==> config.mk <==
export PLATFORM = sky130hd
export DESIGN_NAME = tensor_mma_sched
export DESIGN_NICKNAME = d
export VERILOG_FILES = /design/src/rtl/tensor_mma_sched_pkg.sv /design/src/rtl/tensor_mma_sched_rr_arbiter.sv /design/src/rtl/tensor_mma_sched.sv
export SDC_FILE = /design/constraint.sdc
export NUM_CORES = 1
export LEC_CHECK = 0
export ABC_AREA = 1
export BUFFER_PORTS_ARGS = -buffer_cell sky130_fd_sc_hd__buf_2
export CORE_MARGIN = 2
export CORE_UTILIZATION = 53
export CTS_CLUSTER_SIZE = 24
export DETAILED_ROUTE_END_ITERATION = 8
export HOLD_SLACK_MARGIN = 0.1
export PLACE_DENSITY = 0.85
export SYNTH_ARGS = -nofsm -noshare
export SYNTH_HDL_FRONTEND = slang
export SYNTH_SLANG_ARGS = --single-unit
==> constraint.sdc <==
create_clock -name clk -period 2.6 [get_ports clk]
set_clock_uncertainty 0.1 [all_clocks]
set_input_delay 0.13 -clock clk [delete_from_list [all_inputs] [get_ports clk]]
set_output_delay 0.13 -clock clk [all_outputs]
set_load 0.02 [all_outputs]
==> src/rtl/tensor_mma_sched_pkg.sv <==
// Types and constants shared by the tensor MMA scheduler and the PE array interface.
package tensor_mma_sched_pkg;

  localparam int RD_W = 5;

  typedef enum logic {
    ACC_SRC_ZERO = 1'b0,
    ACC_SRC_REG  = 1'b1
  } acc_src_t;

endpackage

==> src/rtl/tensor_mma_sched_rr_arbiter.sv <==
// Combinational round-robin picker: first eligible index at or after i_rr_ptr, with wrap.
module tensor_rr_arbiter #(
  parameter  int N = 4,
  localparam int W = $clog2(N)
) (
  input  logic [N-1:0] i_eligible,
  input  logic [W-1:0] i_rr_ptr,
  output logic [N-1:0] o_grant,
  output logic [W-1:0] o_idx,
  output logic         o_valid
);

  always_comb begin
    logic [W-1:0] cand;
    // NOTE: every output gets a default before the search, so no path leaves one unassigned (no latch).
    o_grant = '0;
    o_idx   = '0;
    o_valid = 1'b0;
    cand    = '0;
    for (int i = 0; i < N; i++) begin
      cand = i_rr_ptr + W'(i);
      if (!o_valid && i_eligible[cand]) begin
        o_valid = 1'b1;
        o_idx   = cand;
      end
    end
    if (o_valid) o_grant[o_idx] = 1'b1;
  end

endmodule

==> src/rtl/tensor_mma_sched.sv <==
// Warp-level MMA scheduler: round-robin grant, NUM_STEPS issue beats to the PE, per-warp pending tracking.
module tensor_mma_sched
  import tensor_mma_sched_pkg::*;
#(
  parameter  int NUM_WARPS = 4,
  parameter  int NUM_TILES = 2,
  parameter  int NUM_STEPS = 4,
  localparam int WIDW      = $clog2(NUM_WARPS),
  localparam int TILEW     = $clog2(NUM_TILES),
  localparam int STEPW     = $clog2(NUM_STEPS)
) (
  input  logic                       clk,
  input  logic                       reset_n,
  input  logic [NUM_WARPS-1:0]       req_valid,
  output logic [NUM_WARPS-1:0]       req_ready,
  input  logic [NUM_WARPS*TILEW-1:0] req_tile,
  input  logic [NUM_WARPS-1:0]       req_acc_zero,
  input  logic [NUM_WARPS-1:0]       req_wb,
  input  logic [NUM_WARPS*RD_W-1:0]  req_rd,
  output logic                       pe_valid,
  input  logic                       pe_ready,
  output logic [WIDW-1:0]            pe_wid,
  output logic [STEPW-1:0]           pe_step,
  output logic [TILEW-1:0]           pe_tile,
  output acc_src_t                   pe_acc_src,
  output logic                       pe_wb,
  output logic [RD_W-1:0]            pe_rd,
  input  logic                       rsp_valid,
  input  logic [WIDW-1:0]            rsp_wid,
  output logic [NUM_WARPS-1:0]       warp_pending,
  output logic                       rsp_err
);

  typedef enum logic {
    S_IDLE  = 1'b0,
    S_ISSUE = 1'b1
  } state_t;

  localparam logic [STEPW-1:0] LAST_STEP = STEPW'(NUM_STEPS - 1);

  state_t               r_state;
  logic [STEPW-1:0]     r_step;
  logic [WIDW-1:0]      r_rr_ptr;
  logic [WIDW-1:0]      r_wid;
  logic [TILEW-1:0]     r_tile;
  logic                 r_acc_zero;
  logic                 r_wb;
  logic [RD_W-1:0]      r_rd;
  logic [NUM_WARPS-1:0] r_pending;
  logic                 r_rsp_err;

  logic [NUM_WARPS-1:0] w_eligible;
  logic [NUM_WARPS-1:0] w_grant;
  logic [WIDW-1:0]      w_gnt_idx;
  logic                 w_gnt_valid;
  logic                 w_issue;
  logic                 w_last;
  logic [NUM_WARPS-1:0] w_pending_nxt;
  logic                 w_err_nxt;

  assign w_eligible = req_valid & ~r_pending;

  tensor_rr_arbiter #(.N(NUM_WARPS)) u_arb (
    .i_eligible (w_eligible),
    .i_rr_ptr   (r_rr_ptr),
    .o_grant    (w_grant),
    .o_idx      (w_gnt_idx),
    .o_valid    (w_gnt_valid)
  );

  assign w_issue   = (r_state == S_ISSUE);
  assign w_last    = w_issue && pe_ready && (r_step == LAST_STEP);
  assign req_ready = (r_state == S_IDLE) ? w_grant : '0;

  // A response racing the last beat of the same warp is illegal: the set wins and it is flagged.
  always_comb begin
    w_pending_nxt = r_pending;
    w_err_nxt     = r_rsp_err;
    if (rsp_valid) begin
      if (!r_pending[rsp_wid] || (w_last && (rsp_wid == r_wid))) w_err_nxt = 1'b1;
      w_pending_nxt[rsp_wid] = 1'b0;
    end
    if (w_last) w_pending_nxt[r_wid] = 1'b1;
  end

  // NOTE: all state uses non-blocking assignments so every register samples pre-edge values.
  always_ff @(posedge clk or negedge reset_n) begin
    if (!reset_n) begin
      r_state    <= S_IDLE;
      r_step     <= '0;
      r_rr_ptr   <= '0;
      r_wid      <= '0;
      r_tile     <= '0;
      r_acc_zero <= 1'b0;
      r_wb       <= 1'b0;
      r_rd       <= '0;
      r_pending  <= '0;
      r_rsp_err  <= 1'b0;
    end else begin
      r_pending <= w_pending_nxt;
      r_rsp_err <= w_err_nxt;
      unique case (r_state)
        S_IDLE: begin
          if (w_gnt_valid) begin
            r_wid      <= w_gnt_idx;
            r_tile     <= req_tile[w_gnt_idx*TILEW +: TILEW];
            r_acc_zero <= req_acc_zero[w_gnt_idx];
            r_wb       <= req_wb[w_gnt_idx];
            r_rd       <= req_rd[w_gnt_idx*RD_W +: RD_W];
            r_step     <= '0;
            r_state    <= S_ISSUE;
          end
        end
        S_ISSUE: begin
          if (pe_ready) begin
            if (r_step == LAST_STEP) begin
              r_step   <= '0;
              r_rr_ptr <= r_wid + 1'b1;
              r_state  <= S_IDLE;
            end else begin
              r_step <= r_step + 1'b1;
            end
          end
        end
        default: r_state <= S_IDLE;
      endcase
    end
  end

  // PE fields are forced to zero outside ISSUE so the port idles at its reset values.
  assign pe_valid     = w_issue;
  assign pe_wid       = w_issue ? r_wid  : '0;
  assign pe_step      = w_issue ? r_step : '0;
  assign pe_tile      = w_issue ? r_tile : '0;
  assign pe_rd        = w_issue ? r_rd   : '0;
  assign pe_wb        = w_issue && r_wb && (r_step == LAST_STEP);
  assign pe_acc_src   = (w_issue && !((r_step == '0) && r_acc_zero)) ? ACC_SRC_REG : ACC_SRC_ZERO;
  assign warp_pending = r_pending;
  assign rsp_err      = r_rsp_err;

endmodule

==> results.md <==
* Largest net degree at the start of global routing at 21
* Clock sink count at 20
* Post-route antenna net violation count at 0
* Slowest stage delay, CP at 0.52 ns
* Final Critical Period at 2.45 ns
* Worst-skew pair later-pin latency at 0.30 ns
* Crit path cell chain: inv_6 -> nand3_1 -> nand3_2 -> nand2_4 -> nand2_4 -> nand2_2 -> nand2_4 -> nand2_1 -> nor3_1 -> buf_2
* Initial Utilization at 0.557
* DR vias/cell at 5.37
* Die area at 0.00367 mm^2
* Unrepaired setup endpoints after global routing: false
* Rows at 20
* Initial antenna violation count at 0
* I/O Pins at 64
* Post-synthesis sequential area ratio at 0.295
* Synth Area in Compound Gates at 0.0574
* CTS tree: built
* Mean Syn Cell Area at 6.80 um^2
* Cell Pwr Density at 1180 mW/mm^2
* Pwr Total at 2.76 mW
* Die width at 60.6 um
* Cell count after synthesis at 250
* Post-synth top flop: dfrtp_1
* Fraction of synthesized area in multiplexers at 0
* Simple-Gate Fraction of Synth Area at 0.496
* Global-route wire length before repair at 8050 um
* Drt total wl at 5140 um
* Die Y at 60.6 um
* All-Layer GR Usage at 0.291
* Critical Path End Type: primary output
* Synth Register Bits at 20
* Worst IR Drop VDD at 0.000931 V
* DP HPWL at 3190 um
* Drt pass-1 iters at 5
* Clock Path Buffers at 2
* Reg clk slew, reported paths at 0.11 ns
* Core ar. at 0.00305 mm^2
* Worst-margin pin slew at 0.595 ns
* Most frequent cell after synthesis: nand2_1
* Post-Syn Area at 0.00170 mm^2
* Top cell type's share of synthesized area at 0.295
* Worst Path Class, Setup: reg2out
* Antenna diodes at 0
* Static leakage at 1.33 nW
* Setup_tns at 0 ns
* Syn Nets at 298
* Min-delay worst type: in2reg
* Post-Synth XOR/XNOR Area at 0.0103
* Routability cong. at 0.876
* Final setup viols at 0
* Worst setup SP type: flop
* Distinct cells, synth at 30
* Most used cell, CP: nand2_4
* Sequential cell area at 502 um^2
* Root Buffer Master: clkbuf_4
* Post-Synth Adder-Cell Area at 0.0442
* Vias in the first global route at 1,779
* Synth async-reset ratio at 1.00
* Crit share post-route at 0.941
* Hold WS at 0.0863 ns
* Fmax at 409 MHz
* Largest family of logic cells by synthesized area: simple AND/OR/NAND/NOR gates
* CTS Buf Count at 3
* Port-buffer cells at 63
* Drc violations at 0
* Final #Nets at 386
* H-tree depth at 1
* Synth area leaders: dfrtp_1 29%, nand2_1 22%, nand3_1 6.8%
* Post-synth top cells: 101 x nand2_1, 23 x inv_1, 23 x nand3_1
* Total number of vias at 2,045
* Area grow syn2layout at 37.0%
* Area of the multi-input gates at 0.00103 mm^2
* Starting DRT DRC Count at 116
* Crit path max fanout at 18
* Critical-path top delay cell: dfrtp_2
* Avg WL per Cell at 13.5 um
* Synth warnings at 0
* Slew headroom at 0.602
* Share of post-route cells with drive strength above 1 at 0.279
* WP data arrival at 2.22 ns
* Status: complete, no violations
* Filler cells at 215
* Max-cap viol count at 0
* Req. time, crit path at 2.37 ns
* Largest area contributor in the netlist: dfrtp_1
* EDFF count, synth at 0
* Slew Viols, Final at 0
* Fin. Hold Viols at 0
* Overflow after GRT at 0
-- flip-flops by register name, indices dropped and copies added (netlist names) --
signal        count
pe_valid          1
rsp_err           1
r_acc_zero        1
r_step            2
r_rd              5
warp_pending      4
r_rr_ptr          2
r_wb              1
r_wid             2
r_tile            1
-- timing repair --
| action | CTS | global route |
|---|---|---|
| gates resized for setup | 0 | 1 |
| hold buffers | 27 | 0 |
| setup buffers | 0 | 0 |
| endpoints found under the hold margin | 35 | 0 |
| setup endpoints to repair | 0 | 4 |
-- layout by cell type (no fill, tap or decap), drive strengths merged --
cell and n:
nor3 1, a21oi 4, inv 27, xnor2 2
dfrtp 20, nand3b 1, buf 64, nand3 30
dlygate4sd3 27, o21a 1, o21ai 10, a22oi 1
and2 1, a21o 1, nand2 112, nor2 7
ha 6, nand4 18, clkbuf 4
-- worst max-delay path: cells and delay by family (launching register included) --
family	cells	cell delay, ns
buf+inv	2	0.36
flops	1	0.52
simple gates	8	1.02
-- logic make-up (layout without fill, tap and decap cells) --
group,Yosys count,after routing
fa+ha+maj,6,6
compound gates,17,17
xor+xnor,2,2
buf+inv,35,122
simple gates,170,170
flops,20,20
-- final timing paths --
check | endpoint | slack (ns) | startpoint | depth (start not counted)
worst max-delay path | req_ready[1] | 0.15 | r_rr_ptr[0] | 10
worst min-delay path | r_rd[3] | 0.09 | req_rd[18] | 5
worst max register to register | r_tile | 0.47 | r_rr_ptr[0] | 11
worst min register to register | rsp_err | 0.39 | rsp_err | 1
max in group asynchronous | r_rr_ptr[0] | 1.82 | reset_n | 2
min in group asynchronous | r_rd[3] | 0.23 | reset_n | 2
-- per-stage QoR --
stage / instances / cell area (um^2) / utilization / worst slack [ns]
CTS: 381 / 2330 / 0.762 / 0.118
floorplan: 250 / 1700 / - / 0.552
detailed placement: 350 / 2020 / 0.662 / 0.464
finish: 381 / 2330 / 0.763 / 0.153
global route: 381 / 2330 / 0.763 / 0.00924
global placement: 350 / 2020 / 0.662 / 0.513
-- layout make-up --
class | instances | area share
repair buffers | 91 | 0.255
flip-flops and latches | 20 | 0.215
well taps | 44 | 0.0236
inverters | 27 | 0.0467
multi-input cells | 195 | 0.444
clock buffers | 4 | 0.0156
-- layer usage --
metal	vias to the layer above	routed length (um)	GRT usage
li1	981	-	-
met1	916	2130	0.388
met2	124	2380	0.462
met3	24	433	0.0533
met4	0	195	0.127
met5	-	0	0
-- where the power goes --
group          internal, mW  leakage, nW  switching, mW
clock                0.0855       0.0210         0.0999
sequential            0.445        0.244          0.156
combinational         0.651         1.06           1.32
total                  1.18         1.33           1.57
Power figures use the tool's default switching activity.
